$ cat src/rtl/obi_sched_pkg.sv
// Shared types and constants for the two-slave OBI round-robin scheduler.
// Owner IDs, error-cause bit positions and the round-robin pick helper.
package obi_sched_pkg;

    typedef enum logic {
        OWNER_A = 1'b0,
        OWNER_B = 1'b1
    } owner_e;

    localparam int unsigned ERR_SPURIOUS_RVALID = 0;
    localparam int unsigned ERR_REQ_WITHDRAWN   = 1;
    localparam int unsigned ERR_NUM             = 2;

    // On a contest, the winner is whichever slave was not granted last.
    function automatic owner_e rr_pick(input logic req_a, input logic req_b, input owner_e last);
        if (req_a && req_b) begin
            return (last == OWNER_B) ? OWNER_A : OWNER_B;
        end else if (req_b) begin
            return OWNER_B;
        end
        return OWNER_A;
    endfunction

endpackage

$ cat src/rtl/obi_owner_fifo.sv
// In-order FIFO of transaction owners; one entry per accepted address phase.
// Pointers wrap naturally because DEPTH is a power of two.
module obi_owner_fifo
    import obi_sched_pkg::*;
#(
    parameter int unsigned DEPTH = 4
) (
    input  logic                     clk_i,
    input  logic                     rst_i,
    input  logic                     push_i,
    input  logic                     data_i,
    input  logic                     pop_i,
    output logic                     data_o,
    output logic                     full_o,
    output logic                     empty_o,
    output logic [$clog2(DEPTH):0]   count_o
);

    localparam int unsigned PTR_W = $clog2(DEPTH);
    localparam int unsigned CNT_W = PTR_W + 1;

    logic [DEPTH-1:0] mem_q;
    logic [PTR_W-1:0] wr_ptr_q, wr_ptr_d;
    logic [PTR_W-1:0] rd_ptr_q, rd_ptr_d;
    logic [CNT_W-1:0] count_q, count_d;
    logic             do_push, do_pop;

    assign full_o  = (count_q == CNT_W'(DEPTH));
    assign empty_o = (count_q == '0);
    assign count_o = count_q;
    assign data_o  = mem_q[rd_ptr_q];

    assign do_push = push_i && !full_o;
    assign do_pop  = pop_i && !empty_o;

    always_comb begin
        wr_ptr_d = wr_ptr_q;
        rd_ptr_d = rd_ptr_q;
        count_d  = count_q;
        if (do_push) begin
            wr_ptr_d = wr_ptr_q + PTR_W'(1);
        end
        if (do_pop) begin
            rd_ptr_d = rd_ptr_q + PTR_W'(1);
        end
        case ({do_push, do_pop})
            2'b10:   count_d = count_q + CNT_W'(1);
            2'b01:   count_d = count_q - CNT_W'(1);
            default: count_d = count_q;
        endcase
    end

    always_ff @(posedge clk_i or posedge rst_i) begin
        if (rst_i) begin
            wr_ptr_q <= '0;
            rd_ptr_q <= '0;
            count_q  <= '0;
        end else begin
            wr_ptr_q <= wr_ptr_d;
            rd_ptr_q <= rd_ptr_d;
            count_q  <= count_d;
        end
    end

    // Storage needs no reset: entries are only read while count is non-zero.
    always_ff @(posedge clk_i) begin
        if (do_push) begin
            mem_q[wr_ptr_q] <= data_i;
        end
    end

endmodule

$ cat src/rtl/obi_rr_scheduler.sv
// Round-robin OBI arbiter merging slave A (VPU) and slave B (CPU) onto one master port,
// with in-order response routing through an owner FIFO.
module obi_rr_scheduler
    import obi_sched_pkg::*;
#(
    parameter int unsigned NUM_OUTSTANDING = 4,
    parameter int unsigned ADDR_WIDTH      = 32,
    parameter int unsigned DATA_WIDTH      = 32
) (
    input  logic                               clk_i,
    input  logic                               rst_i,
    input  logic                               s_req_a_i,
    input  logic [ADDR_WIDTH-1:0]              s_addr_a_i,
    input  logic [DATA_WIDTH/8-1:0]            s_be_a_i,
    input  logic                               s_we_a_i,
    input  logic [DATA_WIDTH-1:0]              s_wdata_a_i,
    output logic                               s_gnt_a_o,
    output logic                               s_rvalid_a_o,
    output logic [DATA_WIDTH-1:0]              s_rdata_a_o,
    input  logic                               s_req_b_i,
    input  logic [ADDR_WIDTH-1:0]              s_addr_b_i,
    input  logic [DATA_WIDTH/8-1:0]            s_be_b_i,
    input  logic                               s_we_b_i,
    input  logic [DATA_WIDTH-1:0]              s_wdata_b_i,
    output logic                               s_gnt_b_o,
    output logic                               s_rvalid_b_o,
    output logic [DATA_WIDTH-1:0]              s_rdata_b_o,
    output logic                               m_req_o,
    output logic [ADDR_WIDTH-1:0]              m_addr_o,
    output logic [DATA_WIDTH/8-1:0]            m_be_o,
    output logic                               m_we_o,
    output logic [DATA_WIDTH-1:0]              m_wdata_o,
    input  logic                               m_gnt_i,
    input  logic                               m_rvalid_i,
    input  logic [DATA_WIDTH-1:0]              m_rdata_i,
    output logic [$clog2(NUM_OUTSTANDING):0]   outstanding_o,
    output logic                               err_o
);

    owner_e               last_gnt_q, last_gnt_d;
    logic                 lock_q, lock_d;
    owner_e               lock_owner_q, lock_owner_d;
    logic [ERR_NUM-1:0]   err_q, err_d;

    owner_e               sel;
    logic                 sel_valid;
    logic                 withdrawn;
    logic                 handshake;
    logic                 fifo_full, fifo_empty, fifo_head;
    logic                 rsp_pop;

    obi_owner_fifo #(
        .DEPTH (NUM_OUTSTANDING)
    ) u_owner_fifo (
        .clk_i   (clk_i),
        .rst_i   (rst_i),
        .push_i  (handshake),
        .data_i  (sel),
        .pop_i   (rsp_pop),
        .data_o  (fifo_head),
        .full_o  (fifo_full),
        .empty_o (fifo_empty),
        .count_o (outstanding_o)
    );

    // A locked owner keeps the port; if it withdraws, the lock is dropped and arbitration reruns.
    always_comb begin
        sel       = OWNER_A;
        sel_valid = 1'b0;
        withdrawn = 1'b0;
        if (lock_q) begin
            if ((lock_owner_q == OWNER_A) ? s_req_a_i : s_req_b_i) begin
                sel       = lock_owner_q;
                sel_valid = 1'b1;
            end else begin
                withdrawn = 1'b1;
            end
        end
        if (!sel_valid) begin
            sel       = rr_pick(s_req_a_i, s_req_b_i, last_gnt_q);
            sel_valid = s_req_a_i || s_req_b_i;
        end
    end

    assign m_req_o   = sel_valid && !fifo_full;
    assign handshake = m_req_o && m_gnt_i;
    assign s_gnt_a_o = handshake && (sel == OWNER_A);
    assign s_gnt_b_o = handshake && (sel == OWNER_B);

    always_comb begin
        m_addr_o  = '0;
        m_be_o    = '0;
        m_we_o    = 1'b0;
        m_wdata_o = '0;
        if (m_req_o) begin
            if (sel == OWNER_A) begin
                m_addr_o  = s_addr_a_i;
                m_be_o    = s_be_a_i;
                m_we_o    = s_we_a_i;
                m_wdata_o = s_wdata_a_i;
            end else begin
                m_addr_o  = s_addr_b_i;
                m_be_o    = s_be_b_i;
                m_we_o    = s_we_b_i;
                m_wdata_o = s_wdata_b_i;
            end
        end
    end

    assign rsp_pop      = m_rvalid_i && !fifo_empty;
    assign s_rvalid_a_o = rsp_pop && (owner_e'(fifo_head) == OWNER_A);
    assign s_rvalid_b_o = rsp_pop && (owner_e'(fifo_head) == OWNER_B);
    assign s_rdata_a_o  = m_rdata_i;
    assign s_rdata_b_o  = m_rdata_i;
    assign err_o        = |err_q;

    always_comb begin
        lock_d       = m_req_o && !m_gnt_i;
        lock_owner_d = m_req_o ? sel : lock_owner_q;
        last_gnt_d   = handshake ? sel : last_gnt_q;
        err_d        = err_q;
        if (m_rvalid_i && fifo_empty) begin
            err_d[ERR_SPURIOUS_RVALID] = 1'b1;
        end
        if (withdrawn) begin
            err_d[ERR_REQ_WITHDRAWN] = 1'b1;
        end
    end

    always_ff @(posedge clk_i or posedge rst_i) begin
        if (rst_i) begin
            last_gnt_q   <= OWNER_B;
            lock_q       <= 1'b0;
            lock_owner_q <= OWNER_A;
            err_q        <= '0;
        end else begin
            last_gnt_q   <= last_gnt_d;
            lock_q       <= lock_d;
            lock_owner_q <= lock_owner_d;
            err_q        <= err_d;
        end
    end

endmodule

$ cat config.mk
export PLATFORM = sky130hd
export DESIGN_NAME = obi_rr_scheduler
export DESIGN_NICKNAME = d
export VERILOG_FILES = /design/src/rtl/obi_sched_pkg.sv /design/src/rtl/obi_owner_fifo.sv /design/src/rtl/obi_rr_scheduler.sv
export SDC_FILE = /design/constraint.sdc
export NUM_CORES = 1
export LEC_CHECK = 0
export CAP_MARGIN = 5
export CORE_AREA = 2 2 125 127
export CTS_CLUSTER_SIZE = 24
export DETAILED_ROUTE_END_ITERATION = 7
export DIE_AREA = 0 0 127 129
export HOLD_SLACK_MARGIN = 0.03
export PLACE_DENSITY = 0.53
export RECOVER_POWER = 25
export SLEW_MARGIN = 10
export SYNTH_ARGS = -nofsm -noshare
export SYNTH_HDL_FRONTEND = slang
export SYNTH_SLANG_ARGS = --single-unit
$ cat constraint.sdc
create_clock -name clk_i -period 2.71 [get_ports clk_i]
set_input_delay 0.271 -clock clk_i [delete_from_list [all_inputs] [get_ports clk_i]]
set_output_delay 0.271 -clock clk_i [all_outputs]
set_load 0.005 [all_outputs]
Word-level counts from Yosys, hierarchy flattened:

Index checks and enable logic that the tools add are counted.

* register bits after elaboration: 16
* input bits: 176
* output and inout bits: 142
* logic and storage cells: 71

* $add $sub $neg: 4
* magnitude comparators: 3
* eq/ne operators: 3
* multiplexer cells: 30
* bitwise operators: 2
* reductions and logical operators: 20

Operators with widths (count)
* $mux 32: 4
* $mux 1: 20
* $logic_and 1x1->1: 13
* $mux 4: 2
* $lt 2x3->1 const B: 2
* $pmux 3 s2: 1
* $add 2x1->2 const B: 2
* $bwmux 4: 1
* $add 3x1->3 const B: 1
* $eq 3x3->1 const B: 1
* $logic_not 1->1: 3
* $logic_not 3->1: 1
* $sub 3x1->3 const B: 1
* $bmux 1 s2: 1
* $demux 1 s2: 1
* $eq 2x1->1 const B: 1
* $eq 2x2->1 const B: 1
* $ge 2x1->1 const B: 1
* $not 1->1: 2
* $reduce_bool 2->1: 1
* $reduce_or 2->1: 1
* $logic_or 1x1->1: 1

Logic depth before layout (Yosys ltp):

Gate-level depths: netlist (run 1).

* word-level depth: 9
* gate-level depth with buffers: 10
* mapped depth without buffers: 9

By module:

Synthesis (run 1) repeated with hierarchy kept, for this count alone.

* cells, all modules: 649
* area, all modules: 4550.6 um2

Modules (own cells, without submodules)
* obi_rr_scheduler: times used 1, cells each 605, area an instance 3972.6 um2, sequential area each 126.4 um2
* obi_owner_fifo: times used 1, cells each 44, area an instance 578.1 um2, sequential area each 295.3 um2

Least setup slack after synthesis (run 1):

No wires, ideal clock.

* path kind: register to register
* start: register u_owner_fifo.count_q[2] (netlist: u_owner_fifo.count_o[2])
* end: register u_owner_fifo.count_q[2] (netlist: u_owner_fifo.count_o[2])
* library setup time: 0.125 ns
* arrival time: 1.948 ns
* required time: 2.585 ns
* setup slack: 0.637 ns
* stages on the path, launching flop included: 11
* path buffers: 2
* clock period less this slack: 2.073 ns
* cells stage by stage: dfrtp_1 -> nor3b_1 -> buf_2 -> or3b_1 -> buf_6 -> ha_1 -> inv_1 -> fa_1 -> xor2_1 -> nor2_1 -> xor2_1

* longest elaborated chain between the ends: 7
* elaborated cells between the ends (all ways): 15
* those cells by class: add/sub (2); eq/ne (3); mux (1); reduce/logical (9)

RTL lines
* start, declared: RTL line obi_owner_fifo.sv:25 `logic [CNT_W-1:0] count_q, count_d;`
* start signal, assigned: RTL line obi_owner_fifo.sv:61 `count_q <= count_d;`
* $eq 3x3->1: RTL line obi_owner_fifo.sv:28 `assign full_o = (count_q == CNT_W'(DEPTH));`
* $logic_not 1->1: RTL line obi_owner_fifo.sv:33, obi_rr_scheduler.sv:85
* $logic_and 1x1->1: RTL line obi_rr_scheduler.sv:85 `assign m_req_o = sel_valid && !fifo_full;`
* $logic_and 1x1->1: RTL line obi_rr_scheduler.sv:86 `assign handshake = m_req_o && m_gnt_i;`
* $logic_and 1x1->1: RTL line obi_owner_fifo.sv:33 `assign do_push = push_i && !full_o;`
* $eq 2x1->1 or $eq 2x2->1 (tied branches): RTL line obi_owner_fifo.sv:46 `case ({do_push, do_pop})`
* $pmux 3 s2 or $reduce_bool 2->1 (tied branches)

Parallel ways exist; a longest one is shown, timed or not.
A chain may end at the register's enable or synchronous reset.

Final worst setup path (run 1):

* start: register last_gnt_q
* end: output m_addr_o[10]

* longest elaborated chain between the ends: 6

RTL lines
* start, declared: RTL line obi_rr_scheduler.sv:40 `owner_e last_gnt_q, last_gnt_d;`
* start signal, assigned: RTL line obi_rr_scheduler.sv:137 `last_gnt_q <= last_gnt_d;`
* $mux 1: RTL line obi_sched_pkg.sv:17 `return (last == OWNER_B) ? OWNER_A : OWNER_B;`
* $mux 1: RTL line obi_sched_pkg.sv:16 `if (req_a && req_b) begin`
* $mux 1: RTL line obi_sched_pkg.sv:21 `return OWNER_A;`
* $mux 1: RTL line obi_rr_scheduler.sv:79 `if (!sel_valid) begin`
* $mux 32: RTL line obi_rr_scheduler.sv:96 `if (sel == OWNER_A) begin`
* $mux 32: RTL line obi_rr_scheduler.sv:95 `if (m_req_o) begin`
* end, declared: RTL line obi_rr_scheduler.sv:29 `output logic [ADDR_WIDTH-1:0] m_addr_o,`

Every way passes these cells.

==> impl_metrics.yaml, run 1 <==
status:
  status: "complete, no violations"
yosys:
  ys_warn_count: 0
  synth_seq_area_share: 0.183
  synth_flop_cell: "dfrtp_1"
  syn_nets: 487
  synth_area_um2: 2300
  synth_edf_count: 4
  ys_types: 29
  async_flop_share: 0.750
  ys_ff_latch: 16
  syn_avg_cell_area_um2: 7.55
  synthCells: 305
timing:
  max_slew_margin: 0.681
  fin_ws_ns: 0.204
  hold_violations: 0
  fin_tns_setup_ns: 0
  max_freq_ghz: 0.399
  finalClockSkew_ns: 0.000954
  rsz0062_at_grt: "false"
  period_needed_ns: 2.51
  finalSetupViolCount: 0
  tightest_slew_ns: 0.478
  hold_slack_ns: 0.344
  period_share: 0.925
  slew_violations: 0
floorplanning:
  dieHeight_um: 129
  die_x_um: 127
  row_count: 45
  io_pins: 318
  start_util: 0.154
  coreArea_um2: 15000
  dieArea_um2: 16400
cells_and_area:
  n_antenna_cell: 0
  area_growth_pct: 87.2
  fin_cells: 631
  drive_gt1_frac: 0.0474
  num-nets-final: 626
  fillCellCount: 1571
global_route:
  grt_max_degree: 44
  grt_pass1_vias: 2742
  overflow: 0
  antenna_found_initial: 0
  grt.total_usage: 0.104
  grt_pass1_wl_um: 14000
critical_path:
  critical_path.max_fanout: 34
  cp-start-kind: "flop"
  cp-end-kind: "primary output"
  critical_path_class: "flop to primary output"
  arrival_ns: 2.24
  crit_required_ns: 2.44
power:
  p_total_mw: 2.60
  leakage_nw: 1.60
  p_seq_frac: 0.165
  p_int_mw: 1.63
  p_sw_mw: 0.970
  comb_power_share: 0.723
  switching_share: 0.373
  clockPowerShare: 0.112
  p_per_area_nw_per_um2: 603
  peakVddDrop_uv: 238
route:
  finalWirelength_um: 9680
  antenna_left: 0
  post-route-drc-count: 0
  drt-wirelength-per-cell_um: 15.3
  vias: 2777
  firstDrtPassIters: 7
  vias_per_cell: 4.40
  drt_iter0_drc: 83
cts:
  cts.clk_slew.worst_paths_ns: 0.05
  numCtsBuffers: 3
  cts_setup_buffers: 0
  cts.sinks: 16
  clock_latency_ns: 0.25
  htreeDepth: 1
  clockBufferDepth: 2
  cts_hold_buffers: 0
  cts_root_buf: "clkbuf_16"
  cts_tree: "built"
  cts-resized-gates: 0
job:
  drv_cap: 0
min_path:
  hold_path_class: "primary input to asynchronous set/reset pin"
placed_design:
  port_buffers: 221
  dp.cells: 627
  place.gp.congestion: 0.694
  preCtsSetupSlack_ns: 0.259
  hpwl_um: 7650
==> layout by cell type (no fill, tap or decap) <==
cell | synthesis | layout
clkdlybuf4s50_1 | 0 | 220
nor2_1 | 75 | 75
a32oi_1 | 69 | 69
dfrtp_1 | 11 | 11
inv_1 | 10 | 10
buf_4 | 64 | 7
ha_1 | 5 | 5
nand2_1 | 4 | 4
and3_1 | 4 | 4
xnor2_1 | 4 | 4
edfxtp_1 | 4 | 4
nand2b_1 | 3 | 3
clkbuf_16 | 0 | 3
a21o_1 | 3 | 2
or2_2 | 2 | 2
o21ai_0 | 2 | 2
xor2_1 | 2 | 2
buf_12 | 0 | 2
nor3_1 | 1 | 1
mux2i_1 | 1 | 1
a21o_2 | 0 | 1
nor3b_2 | 0 | 1
o2bb2ai_1 | 1 | 1
or3b_1 | 1 | 1
mux2_4 | 1 | 1
a31oi_4 | 0 | 1
mux4_2 | 1 | 1
and2_1 | 1 | 1
fa_1 | 1 | 1
clkbuf_1 | 20 | 1
buf_2 | 11 | 1
dfstp_2 | 1 | 1
==> worst paths after layout <==
| kind | startpoint | to | slack, ns | cells after the start |
|---|---|---|---|---|
| max | last_gnt_q | m_addr_o[10] | 0.20 | 6 |
| max reg2reg | u_owner_fifo.count_o[0] | u_owner_fifo.count_o[2] | 0.52 | 8 |
| min in group clk_i | err_q[0] | err_q[0] | 0.44 | 1 |
| max in group asynchronous | rst_i | last_gnt_q | 2.02 | 2 |
| min | rst_i | u_owner_fifo.count_o[2] | 0.34 | 2 |
| min reg2reg | err_q[0] | err_q[0] | 0.44 | 1 |
==> power by group through the flow <==
| stage | clock network, mW | logic, mW | registers (mW) |
|---|---|---|---|
| CTS | 0.297 | 1.91 | 0.431 |
| detailed placement | 0 | 1.90 | 0.432 |
| global route | 0.304 | 2.05 | 0.444 |
| floorplan | 0 | 0.894 | 0.410 |
| global placement | 0 | 1.87 | 0.428 |
| finish | 0.292 | 1.88 | 0.428 |
==> area by class of cell <==
type | count | area (µm²) | area share
timing repair buffer | 230 | 2300 | 0.534
multi-input combinational | 183 | 1240 | 0.287
sequential | 16 | 422 | 0.0979
tap | 188 | 235 | 0.0546
clock buffer | 4 | 78.8 | 0.0183
inverter | 10 | 37.5 | 0.00871
==> Yosys cell counts (2+ instances only) <==
cell type / number / share of area
or2_2: 2 / 0.0054
inv_1: 10 / 0.016
a21o_1: 3 / 0.0098
edfxtp_1: 4 / 0.052
clkbuf_1: 20 / 0.033
o21ai_0: 2 / 0.0043
nand2b_1: 3 / 0.0082
nor2_1: 75 / 0.12
buf_2: 11 / 0.024
and3_1: 4 / 0.011
ha_1: 5 / 0.027
buf_4: 64 / 0.21
xor2_1: 2 / 0.0076
a32oi_1: 69 / 0.26
dfrtp_1: 11 / 0.12
nand2_1: 4 / 0.0065
xnor2_1: 4 / 0.015
==> critical path: stages (launching register included) <==
cell and delay [ns]:
dfstp_2 0.52, nand2b_1 0.11, a21o_2 0.25, buf_4 0.24, a32oi_1 0.31, nor2_1 0.07
clkdlybuf4s50_1 0.46
==> layer usage <==
| layer | vias up | part of all wire | GRT usage |
|---|---|---|---|
| li1 | 1321 | - | - |
| met1 | 1271 | 0.39 | 0.118 |
| met2 | 176 | 0.51 | 0.199 |
| met3 | 9 | 0.088 | 0.0258 |
| met4 | 0 | 0.0094 | 0.0187 |
| met5 | - | 0 | 0 |
==> kinds of logic (layout without fill, tap and decap cells) <==
kind of cell | after synthesis | after routing | synth area share
buffers and inverters | 106 | 244 | 0.286
AND/OR/NAND/NOR | 92 | 92 | 0.165
AO/OA/AOI/OAI | 76 | 76 | 0.286
flip-flops | 16 | 16 | 0.183
adder cells (fa/ha/maj) | 6 | 6 | 0.0359
XOR/XNOR | 6 | 6 | 0.0228
multiplexers | 3 | 3 | 0.0206
==> per-stage QoR <==
stage	utilization	area [µm²]
2_1_floorplan	-	2300
3_3_place_gp	0.282	4230
3_5_place_dp	0.282	4230
4_1_cts	0.288	4310
5_1_grt	0.288	4310
6_report	0.288	4310
==> registers in the layout, summed over array words and instances (netlist names) <==
name and count:
u_owner_fifo.count_o 3, u_owner_fifo.mem_q 4, lock_owner_q 1, lock_q 1, last_gnt_q 1, u_owner_fifo.rd_ptr_q 2, err_q 2, u_owner_fifo.wr_ptr_q 2
(Power assumes the default switching activity.)
==> run 2: changes to the inputs <==
- CTS_CLUSTER_DIAMETER: not set -> 80
==> results of run 2 <==
No change in the layout: final DEF, timing and power equal those of run 1.
==> run 3: changes to the inputs <==
- MAX_ROUTING_LAYER: not set -> met4
- SLEW_MARGIN: 10 -> 30
==> impl_metrics.yaml, run 3 (same netlist as run 1, synthesis figures left out) <==
cts:
  cts_setup_buffers: 0
  cts.sinks: 16
  cts.clk_slew.worst_paths_ns: 0.05
  clock_latency_ns: 0.25
  cts_tree: "built"
  htreeDepth: 1
  cts_hold_buffers: 0
  numCtsBuffers: 3
  clockBufferDepth: 2
  cts-resized-gates: 0
  cts_root_buf: "clkbuf_16"
power:
  p_sw_mw: 0.970
  p_per_area_nw_per_um2: 603
  switching_share: 0.373
  p_seq_frac: 0.165
  comb_power_share: 0.723
  peakVddDrop_uv: 239
  leakage_nw: 1.60
  clockPowerShare: 0.112
  p_int_mw: 1.63
timing:
  fin_ws_ns: 0.209
  fin_tns_setup_ns: 0
  hold_slack_ns: 0.344
  max_freq_ghz: 0.400
  rsz0062_at_grt: "false"
  finalClockSkew_ns: 0.000953
  period_share: 0.923
  hold_violations: 0
  tightest_slew_ns: 0.480
  max_slew_margin: 0.680
  period_needed_ns: 2.50
  slew_violations: 0
  finalSetupViolCount: 0
critical_path:
  crit_slowest_cell: "dfstp_2"
  reg2reg_depth: 8
  cp.depth: 6
  critical_path_class: "flop to primary output"
  crit_chain: "nand2b_1 > a21o_2 > buf_4 > a32oi_1 > nor2_1 > clkdlybuf4s50_1"
  arrival_ns: 2.23
  cp-end-kind: "primary output"
  critical_path.max_fanout: 34
  slowest_delay_ns: 0.52
  crit_required_ns: 2.44
  crit_buf_inv: 2
  cp-start-kind: "flop"
  cpLargestDelayFamily: "buffers and inverters"
cells_and_area:
  final_cell_mix: "220 x clkdlybuf4s50_1, 75 x nor2_1, 69 x a32oi_1"
  largest_reg_flops: 4
  drive_gt1_frac: 0.0474
  area_growth_pct: 87.2
  fin_cells: 631
  fillCellCount: 1571
  final_common_cell: "clkdlybuf4s50_1"
  top_register: "u_owner_fifo.mem_q"
  n_antenna_cell: 0
  seqCellArea_um2: 422
  num-nets-final: 626
  multi_input_area_um2: 1240
placed_design:
  hpwl_um: 7650
  port_buffers: 221
  preCtsSetupSlack_ns: 0.259
  place.gp.congestion: 0.702
  dp.cells: 627
route:
  drt-wirelength-per-cell_um: 15.4
  drt_iter0_drc: 81
  finalWirelength_um: 9710
  vias: 2794
  vias_per_cell: 4.43
  post-route-drc-count: 1
  antenna_left: 0
  firstDrtPassIters: 8
global_route:
  overflow: 0
  grt_max_degree: 44
  grt_pass1_wl_um: 14100
  grt.total_usage: 0.108
  grt_pass1_vias: 2737
  antenna_found_initial: 0
job:
  drv_cap: 0
floorplanning:
  dieArea_um2: 16400
  coreArea_um2: 15000
  dieHeight_um: 129
  die_x_um: 127
  start_util: 0.154
  io_pins: 318
  row_count: 45
min_path:
  hold_path_class: "primary input to asynchronous set/reset pin"
status:
  status: "finished with violations"
  violations: "DRC"
-- run 3: path summary, 6_finish.rpt --
check	startpoint	end	slack, ns
min in group clk_i	err_q[0]	err_q[0]	0.44
max reg2reg	u_owner_fifo.count_o[0]	u_owner_fifo.count_o[2]	0.52
max in group asynchronous	rst_i	last_gnt_q	2.02
min	rst_i	u_owner_fifo.count_o[2]	0.34
max	last_gnt_q	m_addr_o[10]	0.21
min reg2reg	err_q[0]	err_q[0]	0.44
-- run 3: per-stage QoR --
stage	cell area (µm²)	total power [mW]	utilization
floorplan	2300	1.30	-
global placement	4230	2.30	0.282
detailed placement	4230	2.33	0.282
CTS	4310	2.63	0.288
global route	4310	2.80	0.288
finish	4310	2.60	0.288
-- run 3: metal layers --
layer	wire length (µm)	up-vias	part of all wire	GRT usage
li1	-	1321	-	-
met3	762	11	0.078	0.0208
met1	3920	1285	0.40	0.123
met5	0	-	0	-
met2	4960	177	0.51	0.199
met4	72	0	0.0074	0.0162
-- run 3: worst register-to-register path: cells and delay by family, from the launching register on --
| kind | cells | cell delay (ns) |
|---|---|---|
| and+or+nand+nor | 3 | 0.72 |
| adders and majority gates | 2 | 0.62 |
| DFF | 1 | 0.43 |
| xor gates and xnor gates | 2 | 0.29 |
| buffers and inverters | 1 | 0.07 |
-- run 3: cell type report --
class / count / share of cell area
clock buffer: 4 / 0.0183
sequential: 16 / 0.0979
inverter: 10 / 0.00871
multi-input combinational: 183 / 0.287
tap: 188 / 0.0546
timing repair buffer: 230 / 0.534
-- run 3: power by group through the flow --
stage,registers (mW),clock network (mW),logic (mW)
6_report,0.428,0.291,1.88
4_1_cts,0.431,0.297,1.91
2_1_floorplan,0.410,0,0.894
3_5_place_dp,0.432,0,1.90
5_1_grt,0.444,0.304,2.05
3_3_place_gp,0.428,0,1.87
